File: src/rtl/control_unit.sv
// Instruction sequencer for the accumulator CPU: fetch, operand read,
// accumulator commit, store strobe, jumps and halt.
module control_unit #(
   parameter int DATA_SIZE   = 8,
   parameter int OPCODE_SIZE = 4,
   parameter int INSTR_SIZE  = 12,
   parameter int ADDR_SIZE   = 8
) (
   input  logic                         clk,
   input  logic                         rst_n,
   input  logic                         run,
   output logic [ADDR_SIZE-1:0]         instr_addr,
   input  logic [INSTR_SIZE-1:0]        instr_rdata,
   output logic [INSTR_SIZE-1:0]        instr_reg,
   output logic signed [DATA_SIZE-1:0]  accumulator,
   output logic [ADDR_SIZE-1:0]         mem_addr,
   output logic                         mem_we,
   output logic [DATA_SIZE-1:0]         mem_wdata,
   input  logic signed [DATA_SIZE-1:0]  alu_out,
   input  logic                         we_alu,
   output logic                         halted
);

   typedef enum logic [2:0] {
      FETCH,
      LOAD_IR,
      READ,
      EXEC,
      HALT
   } state_t;

   localparam logic [OPCODE_SIZE-1:0] OP_ALU_LO = OPCODE_SIZE'(1);
   localparam logic [OPCODE_SIZE-1:0] OP_ALU_HI = OPCODE_SIZE'(11);
   localparam logic [OPCODE_SIZE-1:0] OP_JMP   = OPCODE_SIZE'(13);
   localparam logic [OPCODE_SIZE-1:0] OP_JZ    = OPCODE_SIZE'(14);
   localparam logic [OPCODE_SIZE-1:0] OP_HALT  = OPCODE_SIZE'(15);

   state_t                       state_q, state_d;
   logic [ADDR_SIZE-1:0]         pc_q, pc_d;
   logic [INSTR_SIZE-1:0]        ir_q, ir_d;
   logic signed [DATA_SIZE-1:0]  acc_q, acc_d;

   logic [OPCODE_SIZE-1:0] opcode;
   logic [ADDR_SIZE-1:0]   target;
   logic                   is_alu;
   logic                   is_jmp;
   logic                   is_jz;

   assign opcode = ir_q[INSTR_SIZE-1:INSTR_SIZE-OPCODE_SIZE];
   assign target = ir_q[ADDR_SIZE-1:0];
   assign is_alu = (opcode >= OP_ALU_LO) && (opcode <= OP_ALU_HI);
   assign is_jmp = (opcode == OP_JMP);
   assign is_jz  = (opcode == OP_JZ);

   always_ff @(posedge clk) begin
      if (!rst_n) begin
         state_q <= FETCH;
         pc_q    <= '0;
         ir_q    <= '0;
         acc_q   <= '0;
      end else begin
         state_q <= state_d;
         pc_q    <= pc_d;
         ir_q    <= ir_d;
         acc_q   <= acc_d;
      end
   end

   always_comb begin
      state_d = state_q;
      pc_d    = pc_q;
      ir_d    = ir_q;
      acc_d   = acc_q;
      unique case (state_q)
         FETCH: begin
            if (run) state_d = LOAD_IR;
         end
         LOAD_IR: begin
            ir_d    = instr_rdata;
            pc_d    = pc_q + ADDR_SIZE'(1);
            state_d = READ;
         end
         READ: begin
            state_d = EXEC;
         end
         EXEC: begin
            unique case (1'b1)
               is_alu:  acc_d = alu_out;
               is_jmp:  pc_d  = target;
               is_jz:   if (acc_q == '0) pc_d = target;
               default: ;
            endcase
            // a store needs no state change: the strobe is combinational
            state_d = (opcode == OP_HALT) ? HALT : FETCH;
         end
         HALT: begin
            state_d = HALT;
         end
         default: begin
            state_d = FETCH;
         end
      endcase
   end

   assign instr_addr  = pc_q;
   assign instr_reg   = ir_q;
   assign accumulator = acc_q;
   assign mem_addr    = ir_q[ADDR_SIZE-1:0];
   assign mem_wdata   = acc_q;
   assign mem_we      = rst_n && (state_q == EXEC) && we_alu;
   assign halted      = (state_q == HALT);

endmodule

File: config.mk
export PLATFORM = sky130hd
export DESIGN_NAME = control_unit
export DESIGN_NICKNAME = d
export VERILOG_FILES = /design/src/rtl/control_unit.sv
export SDC_FILE = /design/constraint.sdc
export NUM_CORES = 1
export LEC_CHECK = 0
export BUFFER_PORTS_ARGS = -buffer_cell sky130_fd_sc_hd__buf_2
export CORE_ASPECT_RATIO = 1.4
export CORE_MARGIN = 8
export CORE_UTILIZATION = 46
export DETAILED_ROUTE_END_ITERATION = 6
export GPL_TIMING_DRIVEN = 1
export PLACE_DENSITY = 0.8
export SLEW_MARGIN = 15
export SYNTH_ARGS = -nofsm -noshare
export SYNTH_HDL_FRONTEND = slang
export SYNTH_SLANG_ARGS = --single-unit
File: constraint.sdc
create_clock -name clk -period 1.9 [get_ports clk]
set_input_delay 0.38 -clock clk [delete_from_list [all_inputs] [get_ports clk]]
set_output_delay 0.38 -clock clk [all_outputs]
set_load 0.005 [all_outputs]
* Word level (Yosys, flattened, before mapping)
Index checks and enable logic that the tools add are counted.
Operators by class: $add $sub $neg 1, order comparisons 2, equal/unequal tests 10, muxes and demuxes 6, reductions and logical operators 8
Operators by type and width (number):
- $pmux 8 s2 | 2
- $pmux 3 s5 | 1
- $eq 4x4->1 const B | 3
- $add 8x1->8 const B | 1
- $logic_not 8->1 | 1
- $mux 8 | 1
- $eq 3x2->1 const B | 2
- $mux 3 | 2
- $ne 3x3->1 const B | 2
- $ge 4x1->1 const B | 1
- $le 4x4->1 const B | 1
- $eq 3x1->1 const B | 1
- $eq 3x3->1 const B | 1
- $logic_and 1x1->1 | 3
- $logic_not 3->1 | 1
- $reduce_and 3->1 | 1
- $ne 2x2->1 const B | 1
- $reduce_and 2->1 | 1
- $reduce_bool 2->1 | 1
Word-level totals: flip-flop bits (word level) 31, output and inout port bits 46, logic and storage cells 31

* Longest topological paths before layout
depth after elaboration 4, mapped depth 6

* Worst setup path before layout
OpenSTA, ideal clock, no wires.
kind register -> register, start point reg state_q[0], end point reg acc_q[0], in the netlist accumulator[0], library setup time 128 ps, data arrival time 1252 ps, data required time 1772 ps, path slack 520 ps, stages on the path, launching flop included 6, buffers on the path 1, clock period less this slack 1380 ps, cell sequence dfxtp_1 > buf_4 > nand3b_4 > a211oi_4 > mux2i_1 > nor2_1
Between the ends: word-level cells in the longest chain between the ends 2
RTL lines:
- from (decl) | line 38 | state_t state_q, state_d;
- from (signal assigned) | line 62 | state_q <= state_d;
- $eq 3x2->1 | line 74 | unique case (state_q)
- $reduce_and 2->1 (no source line)
- to (signal assigned) | line 60 | acc_q <= '0;
- to (signal assigned) | line 65 | acc_q <= acc_d;
- to (decl) | line 41 | logic signed [DATA_SIZE-1:0] acc_q, acc_d;
Every way passes these cells. A chain may end at the register's enable or synchronous reset.

* Worst setup path in the final report
start point reg state_q[1], end point out mem_we
Between the ends: word-level cells in the longest chain between the ends 3
RTL lines:
- $eq 3x2->1 | line 110 | assign mem_we = rst_n && (state_q == EXEC) && we_alu;
- $logic_and 1x1->1 (2 in a row) | line 110
- to (decl) | line 17 | output logic mem_we,
Every way passes these cells.

==> impl_metrics.yaml <==
floorplanning:
  ios: 70
  initial_core_util_pct: 47.1
  fp.dieH_microns: 84.9
  core_area_sq_um: 3320
  dieArea_sq_um: 5540
  die_w_microns: 65.2
  core.rowCount: 25
yosys:
  synthesis.area_sq_um: 1560
  yosys.area.top_type_share_pct: 39.7
  synth_seq_cells: 31
  syn-mean-instance-area_sq_um: 8.40
  seq_area_frac_synth_pct: 39.7
  synth_area_leaders: "dfxtp_1 (40%), buf_4 (8.7%), nand2_1 (8.2%)"
  yosys_warnings: 0
  syn-instance-count: 186
  synth_top_cell_by_area: "dfxtp_1"
  yosysUniqueCellTypes: 41
  syn-num-nets: 211
sta:
  drv_slew: 0
  finalSetupTns_ns: 0
  timing.slew.headroom_pct: 67.0
  fin_skew_ns: 0.00367
  worst_pin_slew_ns: 0.490
  fin_crit_sh_pct: 90.5
  finalHoldViolCount: 0
  min_period_ns: 1.72
  setup_violations: 0
  rsz0062_at_grt: "false"
  fmax_ghz: 0.582
final_layout:
  final_area_sq_um: 1910
  final_nets: 267
  area_growth_syn_to_layout_pct: 22.4
  layout-drive-gt1-share_pct: 35.8
  diodes: 0
  largest_reg_flops: 12
drt:
  vias: 1475
  detail_route.wl_per_cell_microns: 14.5
  ant_nets: 0
  drc: 0
  drt_iter0_markers: 80
  viasPerCell: 5.21
  routed_wl_mm: 4.10
  first_pass_iters: 4
place:
  port_buffers: 69
  finalWeightedCongestion: 0.858
  placed_area_sq_um: 1830
  place_hpwl_mm: 3.19
global_route:
  grt_use_total_pct: 15.6
  grt_max_degree: 28
  grt_pass1_wl_mm: 6.91
  grt_pass1_vias: 1536
  grt-ovfl-total: 0
  grt_antenna_before_repair: 0
worst_setup_path:
  path_max_fanout: 7
  r2r_slack_ns: 0.33
  worstPathArrival_ns: 1.34
  crit_slowest_cell: "dfxtp_2"
  max_stage_delay_ns: 0.44
  start_kind: "flop"
  reg2regPathDepth: 4
  crit_type: "flop to output port"
  timing.rr.end: "instr_addr[6]"
  path_cells: "buf_4 > and3b_1 > and3_1 > buf_2"
  cp.required_ns: 1.52
  endpoint_kind: "output port"
  r2r_start: "state_q[0]"
pwr:
  power_density_nw_per_um2: 755
  p_leak_uw: 0.000897
  ir_drop_uv: 559
min_path:
  hp-start: "alu_out[5]"
  hold_path_depth: 3
  holdPathEnd: "accumulator[5]"
  hold_path_class: "input port to flop"
cts:
  cts.sinks: 31
  cts_buffer_depth: 2
  clk_pin_slew_ns: 0.06
  cts_tree: "done"
  htree_levels: 2
  cts_setup_buffers: 0
  cts_root_buffer: "clkbuf_8"
  clkLatencyLatePin_ns: 0.28
  cts_buffers: 5
run_status:
  status: "completed"
run:
  maxCapViolations: 0
## placed cells by master (no fill, tap or decap), types with 2 or more instances in the layout
cell	n
nor2_1	11
buf_4	4
nand4_1	2
buf_2	69
o21ai_1	2
clkbuf_1	2
nor4_1	2
mux2i_1	8
clkbuf_8	5
o22ai_1	5
nor3_1	9
a21oi_1	12
nand2_1	34
a22oi_1	2
inv_1	2
o21a_1	3
and3_1	2
inv_2	2
o21ai_0	4
and2_1	4
dfxtp_1	30
a311oi_1	3
nand3_1	5
## metal layers
layer	vias up	routed length (microns)	global-route usage, %	part of all wire, %
met3	10	278	5.40	6.8
li1	752	-	-	-
met4	0	122	11.0	3.0
met5	-	0	0	0
met2	50	2080	25.4	51
met1	663	1620	16.0	39
## repair_timing
action / CTS / global route
setup endpoints to repair: 0 / 1
hold buffers: 0 / 0
resized for setup: 0 / 1
## worst max path at each step
stage | startpoint | end | slack (ns) | depth (start not counted)
after global routing | state_q[1] | mem_we | 0.1 | 4
final | state_q[1] | mem_we | 0.18 | 4
after CTS | state_q[1] | mem_we | 0.05 | 4
after detailed placement | state_q[0] | instr_addr[6] | 0.33 | 4
after global placement | state_q[1] | instr_addr[5] | 0.34 | 5
after floorplan | state_q[0] | accumulator[0] | 0.52 | 5
## Yosys cell counts
cell and number:
o22ai_1 5, nor3b_1 1, o21ai_0 4, buf_2 1
mux2i_1 8, and4b_1 1, and3_1 2, and4_1 1
buf_4 18, o41ai_1 1, nor4_1 2, inv_1 2
o311a_1 1, a21oi_1 12, and3b_1 1, a211oi_4 1
nor4b_2 1, o21a_1 3, and2_1 4, o21ai_1 2
nand2b_1 1, xnor2_1 1, a32o_1 1, a311oi_1 3
a21o_1 1, a22oi_1 2, nand3_1 5, nand2_1 34
a31oi_1 1, nand4_1 2, dfxtp_1 31, nand3b_4 1
ha_1 1, a221oi_2 1, inv_2 2, and2b_1 1
clkbuf_1 5, o21ai_2 1, nor2_1 11, nor3_1 9
or3b_1 1
## critical path, delay by kind of cell, from the launching register on
kind	cells	cell delay, ns
buffers and inverters	2	0.28
DFF	1	0.44
and+or+nand+nor	2	0.34
## layout make-up
type	count	area, sq um
multi-input cells	127	767
inverters	4	15.0
well taps	40	50.0
clock inverters	1	5.00
flip-flops and latches	31	622
repair buffers	73	375
fillers	340	1410
clock buffers	7	76.3
## power by group
| group | leakage, uW | switching (uW) | internal [uW] | total (uW) |
|---|---|---|---|---|
| Combinational | 0.000602 | 115 | 102 | 217 |
| Sequential | 0.000252 | 49.8 | 684 | 734 |
| Clock | 0.0000422 | 234 | 256 | 491 |
| Total | 0.000897 | 399 | 1040 | 1440 |
## through the flow
step	utilization [%]	setup WS [ns]	hold slack (ns)	std cells	total power, uW
after floorplan	-	0.520	0.474	186	882
after global routing	57.6	0.0962	0.325	283	1530
after detailed placement	55.1	0.331	0.476	275	966
after CTS	57.6	0.0457	0.323	283	1460
after global placement	55.1	0.337	0.472	275	963
final	57.6	0.181	0.329	283	1440
## logic make-up after synthesis
logic type	after synthesis	synth area share [%]
mux	8	5.13
buf+inv	28	11.1
xor+xnor	1	0.561
compound gates	39	17.4
fa+ha+maj	1	0.801
simple gates	78	25.2
flops	31	39.7
(Power assumes the default switching activity.)
